File: src/rtl/sao_stat_ctb_accum_if.sv
// Beat-input and result-handshake bundle for sao_stat_ctb_accum.
// The master side feeds beats and consumes results; the slave side is the accumulator.
interface sao_stat_ctb_accum_if #(
    parameter int diff_clip_bit = 4,
    parameter int SUM_BW        = 18,
    parameter int CNT_BW        = 13
);
    logic                          ctb_start;
    logic                          in_valid;
    logic signed [diff_clip_bit+1:0] s21;
    logic [1:0]                    n21;
    logic                          ctb_last;
    logic                          out_ready;
    logic                          out_valid;
    logic signed [SUM_BW-1:0]      sum_out;
    logic [CNT_BW-1:0]             cnt_out;

    modport master (
        output ctb_start, in_valid, s21, n21, ctb_last, out_ready,
        input  out_valid, sum_out, cnt_out
    );

    modport slave (
        input  ctb_start, in_valid, s21, n21, ctb_last, out_ready,
        output out_valid, sum_out, cnt_out
    );
endinterface

File: src/rtl/sao_stat_ctb_accum.sv
// Per-lane CTB accumulator of SAO diff sums and matching-pixel counts.
// Optional macro SAO_STAT_SAT_EN: saturating sum instead of wrap-around.
module sao_stat_ctb_accum #(
    parameter int diff_clip_bit = 4,
    parameter int SUM_BW        = 18,
    parameter int CNT_BW        = 13
) (
    input  logic                 clk,
    input  logic                 arst_n,
    sao_stat_ctb_accum_if.slave  bus,
    output logic                 busy
);
    localparam int S21_BW = diff_clip_bit + 2;

    typedef enum logic [1:0] {IDLE, ACC, HOLD} state_t;

    state_t                   state;
    logic signed [SUM_BW-1:0] sum;
    logic [CNT_BW-1:0]        cnt;
    logic                     out_valid;

    logic signed [S21_BW-1:0] s21;
    logic signed [SUM_BW-1:0] s21_ext;
    logic signed [SUM_BW-1:0] sum_beat;
    logic [CNT_BW-1:0]        cnt_beat;
    logic [CNT_BW-1:0]        cnt_first;

    function automatic logic signed [SUM_BW-1:0] sum_add(
        input logic signed [SUM_BW-1:0] a,
        input logic signed [SUM_BW-1:0] b
    );
        logic signed [SUM_BW-1:0] raw;
        raw = a + b;
`ifdef SAO_STAT_SAT_EN
        // Same-sign operands producing an opposite-sign result means overflow.
        if ((a[SUM_BW-1] == b[SUM_BW-1]) && (raw[SUM_BW-1] != a[SUM_BW-1]))
            raw = a[SUM_BW-1] ? {1'b1, {(SUM_BW-1){1'b0}}} : {1'b0, {(SUM_BW-1){1'b1}}};
`endif
        return raw;
    endfunction

    function automatic logic [CNT_BW-1:0] cnt_add(
        input logic [CNT_BW-1:0] a,
        input logic [1:0]        n
    );
        logic [CNT_BW:0] wide;
        wide = {1'b0, a} + (CNT_BW+1)'(n);
        return wide[CNT_BW] ? {CNT_BW{1'b1}} : wide[CNT_BW-1:0];
    endfunction

    assign s21       = bus.s21;
    assign s21_ext   = SUM_BW'(s21);
    assign sum_beat  = sum_add(sum, s21_ext);
    assign cnt_beat  = cnt_add(cnt, bus.n21);
    assign cnt_first = cnt_add('0, bus.n21);

    assign bus.out_valid = out_valid;
    assign bus.sum_out   = sum;
    assign bus.cnt_out   = cnt;

    // A start in IDLE may carry the first (or only) beat of the CTB.
    always_ff @(posedge clk or negedge arst_n) begin
        if (!arst_n) begin
            state     <= IDLE;
            sum       <= '0;
            cnt       <= '0;
            out_valid <= 1'b0;
            busy      <= 1'b0;
        end else begin
            case (state)
                IDLE: begin
                    if (bus.ctb_start) begin
                        busy <= 1'b1;
                        sum  <= bus.in_valid ? s21_ext : '0;
                        cnt  <= bus.in_valid ? cnt_first : '0;
                        if (bus.in_valid && bus.ctb_last) begin
                            state     <= HOLD;
                            out_valid <= 1'b1;
                        end else begin
                            state <= ACC;
                        end
                    end
                end
                ACC: begin
                    if (bus.in_valid) begin
                        sum <= sum_beat;
                        cnt <= cnt_beat;
                        if (bus.ctb_last) begin
                            state     <= HOLD;
                            out_valid <= 1'b1;
                        end
                    end
                end
                HOLD: begin
                    if (bus.out_ready) begin
                        out_valid <= 1'b0;
                        if (bus.ctb_start) begin
                            state <= ACC;
                            sum   <= '0;
                            cnt   <= '0;
                        end else begin
                            state <= IDLE;
                            busy  <= 1'b0;
                        end
                    end
                end
                default: begin
                    state     <= IDLE;
                    out_valid <= 1'b0;
                    busy      <= 1'b0;
                end
            endcase
        end
    end
endmodule

File: src/flat_wrapper.sv
// flat-port wrapper written by rule: the top's interface ports become plain ports
module sao_stat_ctb_accum_flat 
#(
    parameter int diff_clip_bit = 4,
    parameter int SUM_BW        = 18,
    parameter int CNT_BW        = 13
)
  (clk, arst_n, busy, bus_ctb_start, bus_in_valid, bus_s21, bus_n21, bus_ctb_last, bus_out_ready, bus_out_valid, bus_sum_out, bus_cnt_out);
  sao_stat_ctb_accum_if #(.diff_clip_bit(diff_clip_bit), .SUM_BW(SUM_BW), .CNT_BW(CNT_BW)) bus_i ();
  input  logic clk;
  input  logic arst_n;
  output logic busy;
  input wire logic [$bits(bus_i.ctb_start)-1:0] bus_ctb_start;
  input wire logic [$bits(bus_i.in_valid)-1:0] bus_in_valid;
  input wire logic [$bits(bus_i.s21)-1:0] bus_s21;
  input wire logic [$bits(bus_i.n21)-1:0] bus_n21;
  input wire logic [$bits(bus_i.ctb_last)-1:0] bus_ctb_last;
  input wire logic [$bits(bus_i.out_ready)-1:0] bus_out_ready;
  output wire logic [$bits(bus_i.out_valid)-1:0] bus_out_valid;
  output wire logic [$bits(bus_i.sum_out)-1:0] bus_sum_out;
  output wire logic [$bits(bus_i.cnt_out)-1:0] bus_cnt_out;
  assign bus_i.ctb_start = bus_ctb_start;
  assign bus_i.in_valid = bus_in_valid;
  assign bus_i.s21 = bus_s21;
  assign bus_i.n21 = bus_n21;
  assign bus_i.ctb_last = bus_ctb_last;
  assign bus_i.out_ready = bus_out_ready;
  assign bus_out_valid = bus_i.out_valid;
  assign bus_sum_out = bus_i.sum_out;
  assign bus_cnt_out = bus_i.cnt_out;
  sao_stat_ctb_accum #(.diff_clip_bit(diff_clip_bit), .SUM_BW(SUM_BW), .CNT_BW(CNT_BW)) u_core (.clk(clk), .arst_n(arst_n), .bus(bus_i), .busy(busy));
endmodule
File: config.mk
export PLATFORM = sky130hd
export DESIGN_NAME = sao_stat_ctb_accum_flat
export DESIGN_NICKNAME = d
export VERILOG_FILES = /design/src/rtl/sao_stat_ctb_accum_if.sv /design/src/rtl/sao_stat_ctb_accum.sv /design/src/flat_wrapper.sv
export SDC_FILE = /design/constraint.sdc
export NUM_CORES = 1
export LEC_CHECK = 0
export CORE_MARGIN = 3
export CORE_UTILIZATION = 36
export CTS_CLUSTER_SIZE = 40
export DETAILED_ROUTE_END_ITERATION = 10
export SLEW_MARGIN = 30
export SYNTH_ARGS = -nofsm -noshare
export SYNTH_HDL_FRONTEND = slang
export SYNTH_SLANG_ARGS = --single-unit
File: constraint.sdc
create_clock -name clk -period 2.5 [get_ports clk]
set_clock_uncertainty 0.15 [all_clocks]
set_input_delay 0.375 -clock clk [delete_from_list [all_inputs] [get_ports clk]]
set_output_delay 0.375 -clock clk [all_outputs]
set_load 0.05 [all_outputs]
==> impl_metrics.toml <==
[status]
status = "finished, final reports clean"

[detailed_routing]
firstDrtPassIters = 4
drc_errors = 0
via_per_inst = 5.28
post_drt_wl_per_cell_um = 14.2
wl_um = 7340
drt-initial-drc-count = 129
route.vias.total = 2737
ant_nets = 0

[power_and_ir_drop]
peakVddDrop_mv = 0.670
p_sw_share_pct = 48.3
pwr-share-seq_pct = 17.4
power.share.clock_pct = 10.6
p_int_mw = 3.05
powerDensity_mw_per_mm2 = 1520
combPwrFrac_pct = 72.0
p_sw_mw = 2.85
leakagePower_nw = 1.73

[grt]
gr-usage-all-layers_pct = 18.0
grt_pass1_wl_um = 12600
antenna_found_initial = 0
grt_max_degree = 36
grt-ovfl-total = 0
grt_pass1_vias = 2678

[logic_synthesis]
ys_warn_count = 0
synthFlopType = "dfrtp_1"
synthesis.nets = 356
synth_area_per_cell_um2 = 8.31
synth-seq-area-share_pct = 33.3
syn_area_mm2 = 0.00263
synth_edf_count = 0
ys_seq_elements = 35
synth_cell_types = 52
yosys-top-cells-area = "dfrtp_1 33%, ha_1 11%, a21oi_1 7.8%"
synthCells = 317
yosysTopAreaCell = "dfrtp_1"
async_reset_ff_share_pct = 100
yosysTopAreaCellShare_pct = 33.3

[timing]
fin_crit_sh_pct = 97.2
tns_ns = 0
fmax_ghz = 0.411
slew_headroom_pct = 45.9
maxSlewViolCount = 0
layout_setup_ws_ns = 0.0690
finalHoldViolCount = 0
period_needed_ns = 2.43
setup_viol = 0
tightest_slew_ns = 0.811

[place]
post-place-ws_ns = -0.486
dp_hpwl_um = 5270
io_buffers = 46
post-place-cells = 501
finalWeightedCongestion = 0.831

[setup_path]
cpMaxStageDelayCell = "clkdlybuf4s50_1"
cp_cell_sequence = "clkdlybuf4s50_1, ha_1, nor2b_2, o21ai_2, a21boi_2, a41oi_2, o21ai_4, buf_4, a21o_1, a211oi_1"
rrSetupSlack_ns = 0.14
path_buf_inv = 2
critPathTopFamily = "compound AO/OA/AOI/OAI gates"
path_class = "primary input to flip-flop"
start_kind = "primary input"
critPathMaxFanout = 6
reg2reg_depth = 11
reg2reg_to = "u_core.bus.sum_out[10]$_DFFE_PN0P_"
regToRegStartpoint = "u_core.bus.sum_out[0]$_DFFE_PN0P_"
slowest_delay_ns = 0.44
worst_ep_arrival_time_ns = 2.47
required_ns = 2.54
cp-end-kind = "flip-flop"

[die]
ios = 47
fp.dieW_um = 91.5
rows = 30
die_y_um = 91.5
start_util_pct = 37.9
core_area_mm2 = 0.00694
dieArea_mm2 = 0.00838

[layout]
final_cell_mix = "58 x buf_4, 42 x clkdlybuf4s50_1, 41 x nor2_1, 39 x a21oi_1, 34 x nand2_1"
seqCellArea_um2 = 880
diodes = 0
syn2layout_area_growth_pct = 47.1
final_util_pct = 55.8
stdcell_count = 518
layout.nets = 460
multi_input_area_mm2 = 0.00177
fill_cells = 635
mostFrequentLayoutCell = "buf_4"
drive_above_1_share_pct = 23.2

[clock_tree]
cts_tree = "done"
clkLatencyLatePin_ns = 0.29
cts_max_level = 2
clk_path_buf_depth = 2
numCtsBuffers = 5
cts_hold_buf = 0
cts-root-buf = "clkbuf_8"
clock-sinks = 35
clkTransAtPathRegs_ns = 0.08

[min_path]
hold_class = "primary input to async pin"

[flow_run]
drv_cap = 0
-- power groups by stage --
| stage | clock network (mW) | registers [mW] | logic (mW) |
|---|---|---|---|
| after CTS | 0.642 | 1.03 | 4.18 |
| final | 0.626 | 1.03 | 4.25 |
| after global routing | 0.662 | 1.06 | 4.62 |
| after global placement | 0 | 1.02 | 3.98 |
| after detailed placement | 0 | 1.02 | 4.02 |
| after floorplan | 0 | 1.64 | 1.95 |
-- metrics by stage --
stage | hold WS [ns] | area (um^2) | total power, mW
final | 0.0244 | 3870 | 5.90
after global routing | 0.0840 | 3870 | 6.35
after CTS | 0.0563 | 3840 | 5.86
after detailed placement | 0.369 | 3570 | 5.04
after global placement | 0.381 | 3570 | 5.00
after floorplan | -0.0706 | 2650 | 3.59
-- repair_timing --
action / 4_1_cts / 5_1_grt
buffers inserted: 5 / 3
gates resized for setup: 14 / 3
setup endpoints to repair: 9 / 9
gates cloned: 1 / 0
pin swaps: 7 / 5
-- sequential cells by signal, summed over array words and instances, names as in the netlist --
register / count
u_core.bus.cnt_out: 13
u_core.state: 2
u_core.bus.out_valid: 1
u_core.busy: 1
u_core.bus.sum_out: 18
-- Yosys cell counts (all sizes together) (2+ instances only) --
cell / count
a21oi: 44
nor2: 42
dfrtp: 35
nand2: 34
ha: 23
o21ai: 20
inv: 13
a31oi: 9
a21o: 8
xnor2: 8
and3: 7
clkbuf: 7
nand3: 7
nor3: 6
o31ai: 5
nor2b: 4
a211oi: 3
a221oi: 3
buf: 3
nand4: 3
o21a: 3
a311o: 2
and2: 2
fa: 2
nand2b: 2
o211a: 2
o211ai: 2
-- worst max-delay path by stage --
| stage | startpoint | endpoint | slack [ns] | cells after the start |
|---|---|---|---|---|
| detailed placement | bus_s21[0] | u_core.bus.sum_out[16]$_DFFE_PN0P_ | -0.49 | 11 |
| finish | bus_s21[2] | u_core.bus.sum_out[16]$_DFFE_PN0P_ | 0.07 | 10 |
| global placement | bus_s21[0] | u_core.bus.sum_out[14]$_DFFE_PN0P_ | -0.42 | 11 |
| CTS | bus_s21[1] | u_core.bus.sum_out[14]$_DFFE_PN0P_ | 0.009 | 10 |
| floorplan | u_core.bus.sum_out[10]$_DFFE_PN0P_ | u_core.bus.sum_out[17]$_DFFE_PN0P_ | 0.007 | 8 |
| global route | bus_s21[2] | u_core.bus.sum_out[16]$_DFFE_PN0P_ | -0.02 | 10 |
-- cell type report --
cell class | count | share of cell area, %
Multi-Input combinational cell | 259 | 45.7
Clock inverter | 3 | 1.74
Timing Repair Buffer | 107 | 23.7
Clock buffer | 5 | 1.78
Sequential cell | 35 | 22.7
Inverter | 13 | 1.26
Tap cell | 96 | 3.10
-- kinds of logic after synthesis --
group	Yosys count	synth area share, %
AO/OA/AOI/OAI	113	28.4
AND/OR/NAND/NOR	111	19.1
flip-flops	35	33.3
adder cells (fa/ha/maj)	25	12.4
buffers and inverters	23	3.47
XOR/XNOR	9	2.99
multiplexers	1	0.380
-- worst reg2reg max path: cells and delay by family (launching register included) --
family                     cells  cell delay, ns
AOI/OAI and AO/OA              4            0.62
buffers and inverters          2            0.23
adders and majority gates      2            0.48
DFF                            1            0.40
and+or+nand+nor                3            0.37
-- routing by layer --
metal / up-vias / GRT usage [%] / part of all wire [%]
met4: 0 / 3.77 / 0.89
met2: 56 / 29.8 / 47
li1: 1369 / - / -
met1: 1306 / 24.7 / 48
met3: 6 / 2.65 / 3.8
met5: - / 0 / 0
(Power assumes the default switching activity.)
